File: src/rtl/acm_operand_feeder.sv
// Operand feeder for the 6-bit accumulator: button-captured operands are queued in a small FIFO
// and released one per clock onto x while run is high; x is zero otherwise.
module acm_operand_feeder #(
   parameter int unsigned N     = 6,
   parameter int unsigned DEPTH = 4
) (
   input  logic                     clock,
   input  logic                     reset,
   input  logic [N-1:0]             din,
   input  logic                     push,
   input  logic                     run,
   output logic [N-1:0]             x,
   output logic [$clog2(DEPTH):0]   count,
   output logic                     full,
   output logic                     empty,
   output logic                     drop
);

   localparam int unsigned CW = $clog2(DEPTH) + 1;
   localparam int unsigned AW = $clog2(DEPTH);
   localparam logic [CW-1:0] FullCount = CW'(DEPTH);

   logic          p1_q, p2_q, p3_q;
   logic [AW-1:0] rd_q, rd_d;
   logic [AW-1:0] wr_q, wr_d;
   logic [CW-1:0] count_q, count_d;
   logic [N-1:0]  x_q, x_d;
   logic          drop_q, drop_d;
   logic [N-1:0]  mem_q [DEPTH];

   logic push_evt;
   logic pop;
   logic wr;

   assign full  = (count_q == FullCount);
   assign empty = (count_q == '0);
   assign count = count_q;
   assign x     = x_q;
   assign drop  = drop_q;

   always_comb begin
      push_evt = p2_q & ~p3_q;
      pop      = run & ~empty;
      // A full FIFO still accepts a write when the same edge frees a slot.
      wr       = push_evt & (~full | pop);
      rd_d     = rd_q;
      wr_d     = wr_q;
      count_d  = count_q;
      x_d      = '0;
      drop_d   = drop_q | (push_evt & ~wr);
      if (pop) begin
         x_d  = mem_q[rd_q];
         rd_d = rd_q + 1'b1;
      end
      if (wr) begin
         wr_d = wr_q + 1'b1;
      end
      if (wr && !pop) begin
         count_d = count_q + 1'b1;
      end else if (pop && !wr) begin
         count_d = count_q - 1'b1;
      end
   end

   always_ff @(posedge clock or posedge reset) begin
      if (reset) begin
         p1_q    <= 1'b0;
         p2_q    <= 1'b0;
         p3_q    <= 1'b0;
         rd_q    <= '0;
         wr_q    <= '0;
         count_q <= '0;
         x_q     <= '0;
         drop_q  <= 1'b0;
      end else begin
         p1_q    <= push;
         p2_q    <= p1_q;
         p3_q    <= p2_q;
         rd_q    <= rd_d;
         wr_q    <= wr_d;
         count_q <= count_d;
         x_q     <= x_d;
         drop_q  <= drop_d;
      end
   end

   // Storage needs no reset; stale contents are never read past count.
   always_ff @(posedge clock) begin
      if (wr) begin
         mem_q[wr_q] <= din;
      end
   end

endmodule

File: config.mk
export PLATFORM = sky130hd
export DESIGN_NAME = acm_operand_feeder
export DESIGN_NICKNAME = d
export VERILOG_FILES = /design/src/rtl/acm_operand_feeder.sv
export SDC_FILE = /design/constraint.sdc
export NUM_CORES = 1
export LEC_CHECK = 0
export BUFFER_PORTS_ARGS = -buffer_cell sky130_fd_sc_hd__buf_2
export CAP_MARGIN = 40
export CORE_MARGIN = 2
export CORE_UTILIZATION = 41
export DETAILED_ROUTE_END_ITERATION = 12
export GPL_ROUTABILITY_DRIVEN = 0
export PLACE_DENSITY = 0.71
export SYNTH_ARGS = -nofsm -noshare
export SYNTH_HDL_FRONTEND = slang
export SYNTH_SLANG_ARGS = --single-unit
File: constraint.sdc
create_clock -name clock -period 2.57 [get_ports clock]
set_clock_uncertainty 0.1 [all_clocks]
set_input_delay 0.257 -clock clock [delete_from_list [all_inputs] [get_ports clock]]
set_output_delay 0.257 -clock clock [all_outputs]
set_load 0.03 [all_outputs]
* Yosys cells after proc, flatten, opt, wreduce, memory -nomap -nowiden
Memories as Yosys holds them, arrays and structs flattened. Index checks and enable logic that the tools add are counted.
Operators by class: bitwise gates (word level) 10, div/mod/pow operators 0, reduce and logical (&&, ||, !) cells 6, order comparisons 0, mux-type cells 5, equality and inequality tests 1, shifts and indexed selects 0, add/sub/neg operators 4, $mul 0
Operators with widths (count):
- $mux 3 | 2
- $mux 6 | 1
- $add 2x1->2 const B | 2
- $and 1x1->1 | 4
- $not 1->1 | 4
- $add 3x1->3 const B | 1
- $eq 3x3->1 const B | 1
- $logic_not 3->1 | 1
- $sub 3x1->3 const B | 1
- $logic_and 1x1->1 | 2
- $logic_not 1->1 | 2
- $mux 1 | 2
- $or 1x1->1 | 2
- $reduce_bool 2->1 | 1
Word-level totals: bits in read-only memories 0, output and inout port bits 12, word-level logic and storage cells 35, register bits 17, RAM bits 24, input port bits 10, bits in latches 0, memories kept 1
Memories:
- mem_q | words 4, width 6, read ports 1, clocked after memory_dff 0, wr ports 1, RTL line 29 | logic [N-1:0] mem_q [DEPTH];

* Logic depth before layout (Yosys ltp)
Gate-level depths: netlist (run 1).
word-level depth 9, mapped depth 8

* Worst setup path after synthesis (run 1)
OpenSTA, ideal clock, no wires.
path type register to register, from register count_q[1] (netlist: count[1]), to register count_q[2] (netlist: count[2]), setup slack 0.292 ns, data arrival time 2.097 ns, cell stages (with the launch flop) 8, clock period less this slack 2.278 ns, cell sequence dfrtp_1 -> o31ai_2 -> ha_1 -> inv_1 -> fa_1 -> xor2_1 -> nor2_1 -> xor2_1
On the way: cells in the longest elaborated chain, start to end 8, elaborated cells between the ends (all ways) 16, classes of those cells add/sub (2); eq/ne (1); mux (2); bitwise (5); reduce/logical (6)
RTL lines:
- start: declaration | RTL line 26 | logic [CW-1:0] count_q, count_d;
- start signal: assignment | RTL line 81 | count_q <= count_d;
- $logic_not 3->1 | RTL line 36 | assign empty = (count_q == '0);
- $not 1->1 | RTL line 43 | pop = run & ~empty;
- $and 1x1->1 | RTL line 43
- $or 1x1->1 | RTL line 45 | wr = push_evt & (~full | pop);
- $and 1x1->1 | RTL line 45
- $logic_not 1->1 | RTL line 60 | end else if (pop && !wr) begin
- $logic_and 1x1->1 | RTL line 60
- $reduce_bool 2->1 (no source line)
Several ways; a longest one is shown, not always the timed one. The select of a mux whose other input is x is not followed. A chain may end at the register's enable or synchronous reset.

* Worst setup path in the final report (run 1)
from register count_q[0] (netlist: count[0]), to register count_q[2] (netlist: count[2])
On the way: cells in the longest elaborated chain, start to end 8, elaborated cells between the ends (all ways) 16, classes of those cells add/sub (2); eq/ne (1); mux (2); bitwise (5); reduce/logical (6)
RTL lines:
- $logic_not 3->1 | RTL line 36
- $not 1->1 | RTL line 43
- $and 1x1->1 | RTL line 43
- $or 1x1->1 * | RTL line 45
- $and 1x1->1 * | RTL line 45
- net wr | RTL line 33 | logic wr;
- $logic_not 1->1 | RTL line 60
- $logic_and 1x1->1 | RTL line 60
- $reduce_bool 2->1 (no source line)
The timed path passes the listed nets; every way through them passes the cells marked *. The select of a mux whose other input is x is not followed.

==> results of run 1 <==
## kinds of logic (layout without fill, tap and decap cells)
family | count (synthesis) | count (layout) | share of synthesized area
AOI/OAI and AO/OA | 2 | 2 | 0.0130
buffers and inverters | 8 | 38 | 0.0192
DFF | 41 | 41 | 0.702
muxes | 8 | 8 | 0.0989
xor gates and xnor gates | 6 | 6 | 0.0322
adders and majority gates | 6 | 6 | 0.0506
and+or+nand+nor | 16 | 16 | 0.0836
## cells in the mapped netlist
master / count / area share
nor3b_1: 1 / 0.0046
clkbuf_1: 1 / 0.0023
mux2_2: 1 / 0.0069
nor2_1: 2 / 0.0046
mux2_4: 1 / 0.0092
nor2b_1: 1 / 0.0038
inv_1: 6 / 0.014
nor4b_4: 1 / 0.015
xor2_1: 3 / 0.016
xnor2_1: 3 / 0.016
dfrtp_1: 17 / 0.26
o31ai_2: 1 / 0.0077
a31o_2: 1 / 0.0054
edfxtp_1: 24 / 0.44
buf_2: 1 / 0.0031
fa_1: 1 / 0.012
and2_2: 4 / 0.018
mux4_2: 6 / 0.083
ha_1: 5 / 0.038
nor3_1: 1 / 0.0031
and2b_1: 5 / 0.023
nor3b_4: 1 / 0.012
## metrics by stage
step	setup WS [ps]	utilization	total power (uW)	area, um2
finish	274	0.521	2250	1950
CTS	255	0.521	2280	1950
global placement	433	0.480	1640	1800
global route	98.1	0.521	2380	1950
detailed placement	343	0.480	1670	1800
floorplan	292	-	1490	1630
## placed cells by master (no fill, tap or decap), types with 2 or more instances in the layout
cell type	instances
dlygate4sd3_1	2
nor2_1	2
edfxtp_1	24
clkbuf_8	5
xnor2_1	3
ha_1	5
buf_2	21
and2b_1	5
xor2_1	3
dfrtp_1	17
and2_2	4
inv_1	6
mux4_2	6
bufinv_16	2
## state kept, by name, summed over array words and instances (netlist names)
register,flops
p1_q,1
rd_q,2
drop,1
mem_q,24
wr_q,2
p2_q,1
count,3
x,6
p3_q,1
## worst max-delay path, cell delays in order, from the launching register on
cell and delay (ps):
dfrtp_1 550, nor4b_4 100, nor3b_4 330, ha_1 250, inv_1 70, fa_1 400, xor2_1 160, nor2_1 120
xor2_1 150
## final cells by class
type | instances | area [um2]
fill | 322 | 1790
sequential | 41 | 1150
multi-input combinational | 38 | 454
timing repair buffer | 24 | 133
clock buffer | 5 | 68.8
clock inverter | 3 | 65.1
tap | 48 | 60.1
inverter | 6 | 22.5
## worst paths after layout
check	startpoint	end	slack (ps)	cells after the start
min	din[0]	mem_q[3][0]$_DFFE_PP_	90	1
max	count[0]$_DFFE_PP0P_	count[2]$_DFFE_PP0P_	270	8
max reg2reg	count[0]$_DFFE_PP0P_	count[2]$_DFFE_PP0P_	270	8
max in group asynchronous	reset	wr_q[1]$_DFFE_PP0P_	1450	3
min in group asynchronous	reset	x[2]$_DFF_PP0_	500	3
min reg2reg	p1_q$_DFF_PP0_	p2_q$_DFF_PP0_	250	0
## routing by layer
metal / track usage / wire length (um) / share of wire / up-vias
li1: - / - / - / 369
met1: 0.152 / 978 / 0.41 / 401
met2: 0.231 / 1300 / 0.54 / 13
met3: 0.0304 / 58 / 0.024 / 7
met4: 0.0842 / 68 / 0.028 / 0
met5: 0 / 0 / 0 / -
## power by group through the flow
stage                     registers, uW  logic [uW]  clock network [uW]
after floorplan                    1080         406                   0
after global placement             1000         635                   0
after detailed placement           1010         659                   0
after CTS                          1000         673                 607
after global routing               1020         720                 640
final                               995         660                 593
==> impl_metrics.csv, run 1 <==
group,metric,value,unit
clock_tree,clock_path_buffers,2,
layout,diodes,0,
detailed_routing,first_iter_violations,23,
clock_tree,cts_setup_buffers,0,
clock_tree,htreeDepth,2,
setup_path,crit_required,2680,ps
placement,place_hpwl,1680,um
floorplan,rows,22,
floorplan,start_util,0.436,
clock_tree,clock_sinks,41,
pwr,power_density,1150,nW/um2
hold_path,hp-class,"in2reg",
synthesis,synth.avg_cell_area,18.8,um2
setup_path,end_kind,"flip-flop",
setup_path,crit_path_start_kind,"flip-flop",
global_route,grt_pass1_vias,878,
clock_tree,clk_latency,280,ps
pwr,max-vdd-ir-drop,0.607,mV
pwr,p_sw,712,uW
layout,fin_cells,165,
setup_path,cp.arrival,2410,ps
layout,layout-drive-gt1-share,0.393,
timing,hold_slack,86.6,ps
detailed_routing,drt_pre_antenna_iters,3,
timing,min_period,2300,ps
placement,dpl.cell_count,155,
setup_path,crit_type,"reg2reg",
timing,tightest_slew,659,ps
synthesis,syn-num-nets,103,
clock_tree,cts_buffers,5,
global_route,grt_remaining_overflow,0,
pwr,p_sw_frac,0.317,
detailed_routing,vias,790,
floorplan,io_pins,22,
floorplan,coreArea,3740,um2
setup_path,crit_fanout,7,
synthesis,synth_cells,87,
timing,post-route-period-util,0.893,
floorplan,die_width,67.1,um
synthesis,yosysWarnings,0,
synthesis,synth_cell_type_count,22,
timing,clock.fmax,0.436,GHz
clock_tree,clockRootBuffer,"clkbuf_8",
floorplan,dieArea,4500,um2
pwr,internal-power,1540,uW
synthesis,ys_seq_area_frac,0.702,
timing,finalSetupViolations,0,
floorplan,die_h,67.1,um
pwr,clockPowerShare,0.264,
outcome,status,"completed",
clock_tree,cts-resized-gates,0,
detailed_routing,wl,2410,um
global_route,grt_first_pass_wirelength,4160,um
detailed_routing,ant_nets,0,
detailed_routing,drt-wirelength-per-cell,14.6,um
synthesis,synth_seq_cells,41,
global_route,grtUsageTotal,0.135,
run,maxCapViolCount,0,
global_route,antenna_found_initial,0,
clock_tree,cts_hold_buf,2,
timing,final-max-slew-violation-count,0,
timing,hold_viol,0,
clock_tree,tritoncts,"done",
synthesis,syn_area,1630,um2
pwr,power.leakage,0.000810,uW
placement,port_buffers,21,
detailed_routing,drc_errors,0,
timing,setup_tns,0,ps
detailed_routing,viasPerCell,4.79,
layout,area_growth,19.5,%
timing,slew-limit-headroom,0.560,
global_route,grt_max_degree,18,
pwr,pwr-share-comb,0.294,
layout,layout.nets,132,
clock_tree,clk_pin_slew,80,ps
timing,rsz0062_at_grt,"false",
pwr,power_frac_seq,0.443,
Power figures use the tool's default switching activity.
==> run 2, diff against run 1 <==
--- a/config.mk
+++ b/config.mk
@@ -5,6 +5,7 @@
 export SDC_FILE = /design/constraint.sdc
 export NUM_CORES = 1
 export LEC_CHECK = 0
+export ABC_AREA = 1
 export BUFFER_PORTS_ARGS = -buffer_cell sky130_fd_sc_hd__buf_2
 export CAP_MARGIN = 40
 export CORE_MARGIN = 2
==> impl_metrics.csv, run 2 <==
group,metric,value,unit
outcome,status,"completed",
clock_tree,cts_setup_buffers,0,
setup_path,crit_path_start_kind,"flip-flop",
synthesis,ys_seq_area_frac,0.646,
pwr,power.leakage,0.00100,uW
setup_path,end_kind,"flip-flop",
synthesis,synth_area_leaders,"edfxtp_1 41%, dfrtp_1 24%, inv_1 8.7%, nand2_1 8.0%, nand3_1 5.1%",
layout,top_register,"mem_q",
floorplan,start_util,0.434,
run,maxCapViolCount,0,
timing,slew-limit-headroom,0.566,
detailed_routing,viasPerCell,4.49,
detailed_routing,vias,1109,
layout,post-route-util,0.497,
layout,final_cell_mix,"41 x inv_1, 38 x nand2_1, 24 x edfxtp_1",
setup_path,r2r_slack,530,ps
layout,fin_cells,247,
synthesis,synth_most_common_cell,"inv_1",
clock_tree,clock_path_buffers,2,
global_route,grtUsageTotal,0.139,
detailed_routing,drt-wirelength-per-cell,11.8,um
synthesis,syn-num-nets,186,
synthesis,netlist_top_cells_count,"41 x inv_1, 38 x nand2_1, 24 x edfxtp_1, 18 x nand3_1, 17 x dfrtp_1",
synthesis,syn_area,1780,um2
synthesis,synth_edf_count,24,
synthesis,synth_cells,170,
setup_path,worstReg2RegStart,"count[0]$_DFFE_PP0P_",
layout,num-fill-cells,383,
placement,placed_cell_area,1900,um2
synthesis,yosysWarnings,0,
clock_tree,htreeDepth,2,
placement,place_hpwl,2040,um
detailed_routing,drc_errors,0,
global_route,grt_first_pass_wirelength,5140,um
layout,multi_input_area,427,um2
detailed_routing,ant_nets,0,
detailed_routing,drt_pre_antenna_iters,4,
hold_path,holdPathStages,1,
global_route,grt_pass1_vias,1150,
floorplan,rows,23,
global_route,grt_remaining_overflow,0,
setup_path,crit_fanout,10,
hold_path,worstHoldStart,"din[3]",
global_route,grt_max_degree,18,
setup_path,crit_required,2660,ps
floorplan,coreArea,4090,um2
hold_path,min_to,"mem_q[1][3]$_DFFE_PP_",
placement,port_buffers,21,
clock_tree,clock_sinks,41,
layout,layout_commonest_cell,"inv_1",
pwr,max-vdd-ir-drop,0.438,mV
setup_path,crit_type,"reg2reg",
synthesis,async_flop_share,0.415,
layout,largest_reg_flops,24,
timing,hold_viol,0,
layout,final_area,2030,um2
timing,tightest_slew,651,ps
synthesis,synth_seq_cells,41,
timing,min_period,2040,ps
clock_tree,tritoncts,"done",
synthesis,ys.flop_type,"edfxtp_1",
timing,rsz0062_at_grt,"false",
clock_tree,clockRootBuffer,"clkbuf_8",
layout,regArea,1150,um2
hold_path,hp-class,"in2reg",
timing,post-route-period-util,0.793,
layout,diodes,0,
detailed_routing,first_iter_violations,63,
detailed_routing,wl,2920,um
setup_path,reg2reg_to,"count[2]$_DFFE_PP0P_",
clock_tree,cts_buffers,5,
synthesis,synth_top_cell_area_share,0.406,
clock_tree,clk_pin_slew,80,ps
setup_path,cp.arrival,2130,ps
layout,layout-drive-gt1-share,0.168,
synthesis,yosysTopAreaCell,"edfxtp_1",
timing,final-max-slew-violation-count,0,
synthesis,synth_cell_type_count,18,
floorplan,die_width,69.8,um
timing,setup_tns,0,ps
layout,area_growth,14.4,%
layout,layout.nets,212,
synthesis,synth.avg_cell_area,10.4,um2
clock_tree,clk_latency,300,ps
global_route,antenna_found_initial,0,
timing,clock.fmax,0.490,GHz
floorplan,io_pins,22,
pwr,power_density,1070,nW/um2
placement,dpl.cell_count,237,
setup_path,reg2reg_depth,10,
floorplan,die_h,69.8,um
floorplan,dieArea,4870,um2
timing,finalSetupViolations,0,
## run 2: stage by stage
step,hold slack (ps),total power [uW],setup slack (ps)
6_report,72.2,2170,531
5_1_grt,64.2,2320,346
4_1_cts,66.5,2180,523
3_5_place_dp,247,1670,537
3_3_place_gp,234,1640,589
2_1_floorplan,83.1,1530,547
## run 2: worst max-delay path by stage
stage | start | to | depth (start not counted)
final | count[0]$_DFFE_PP0P_ | count[2]$_DFFE_PP0P_ | 10
after global routing | count[0]$_DFFE_PP0P_ | count[1]$_DFFE_PP0P_ | 9
after CTS | count[0]$_DFFE_PP0P_ | count[2]$_DFFE_PP0P_ | 10
after detailed placement | count[1]$_DFFE_PP0P_ | count[2]$_DFFE_PP0P_ | 10
after global placement | count[0]$_DFFE_PP0P_ | count[1]$_DFFE_PP0P_ | 9
after floorplan | count[0]$_DFFE_PP0P_ | count[2]$_DFFE_PP0P_ | 11
## run 2: cell families (layout without fill, tap and decap cells)
family,count (synthesis),after routing,share of synthesized area
AND/OR/NAND/NOR,68,68,0.164
buffers and inverters,46,73,0.114
flip-flops,41,41,0.646
AO/OA/AOI/OAI,7,7,0.0197
adder cells (fa/ha/maj),6,6,0.0465
XOR/XNOR,2,2,0.00987
## run 2: routing by layer
metal / global-route usage / share of wire / vias to the layer above
met1: 0.152 / 0.42 / 513
met4: 0.0748 / 0.029 / 0
met5: 0 / 0 / -
li1: - / - / 572
met3: 0.0392 / 0.029 / 8
met2: 0.241 / 0.52 / 16
## run 2: worst max-delay path: stages (launching register included)
cell and delay [ps]:
dfrtp_1 450, nor2_1 150, nand2_1 110, nand2_2 180, ha_1 200, inv_1 70, fa_1 380, nand2_1 110
nand3_1 80, nand2_1 60, nand2_1 40
## run 2: cell type report
class | count | share of cell area
Inverter | 42 | 0.0788
Sequential cell | 41 | 0.564
Clock buffer | 6 | 0.0357
Timing Repair Buffer | 23 | 0.0616
Clock inverter | 2 | 0.0191
Tap cell | 50 | 0.0308
Multi-Input combinational cell | 83 | 0.210
## run 2: timing repair
item | in CTS | in global routing
gates resized for setup | 0 | 0
hold buffers | 2 | 0
endpoints found under the hold margin | 18 | 0
## run 2: where the power goes
group	switching (uW)	internal (uW)
Combinational	473	226
Clock	220	291
Sequential	128	827
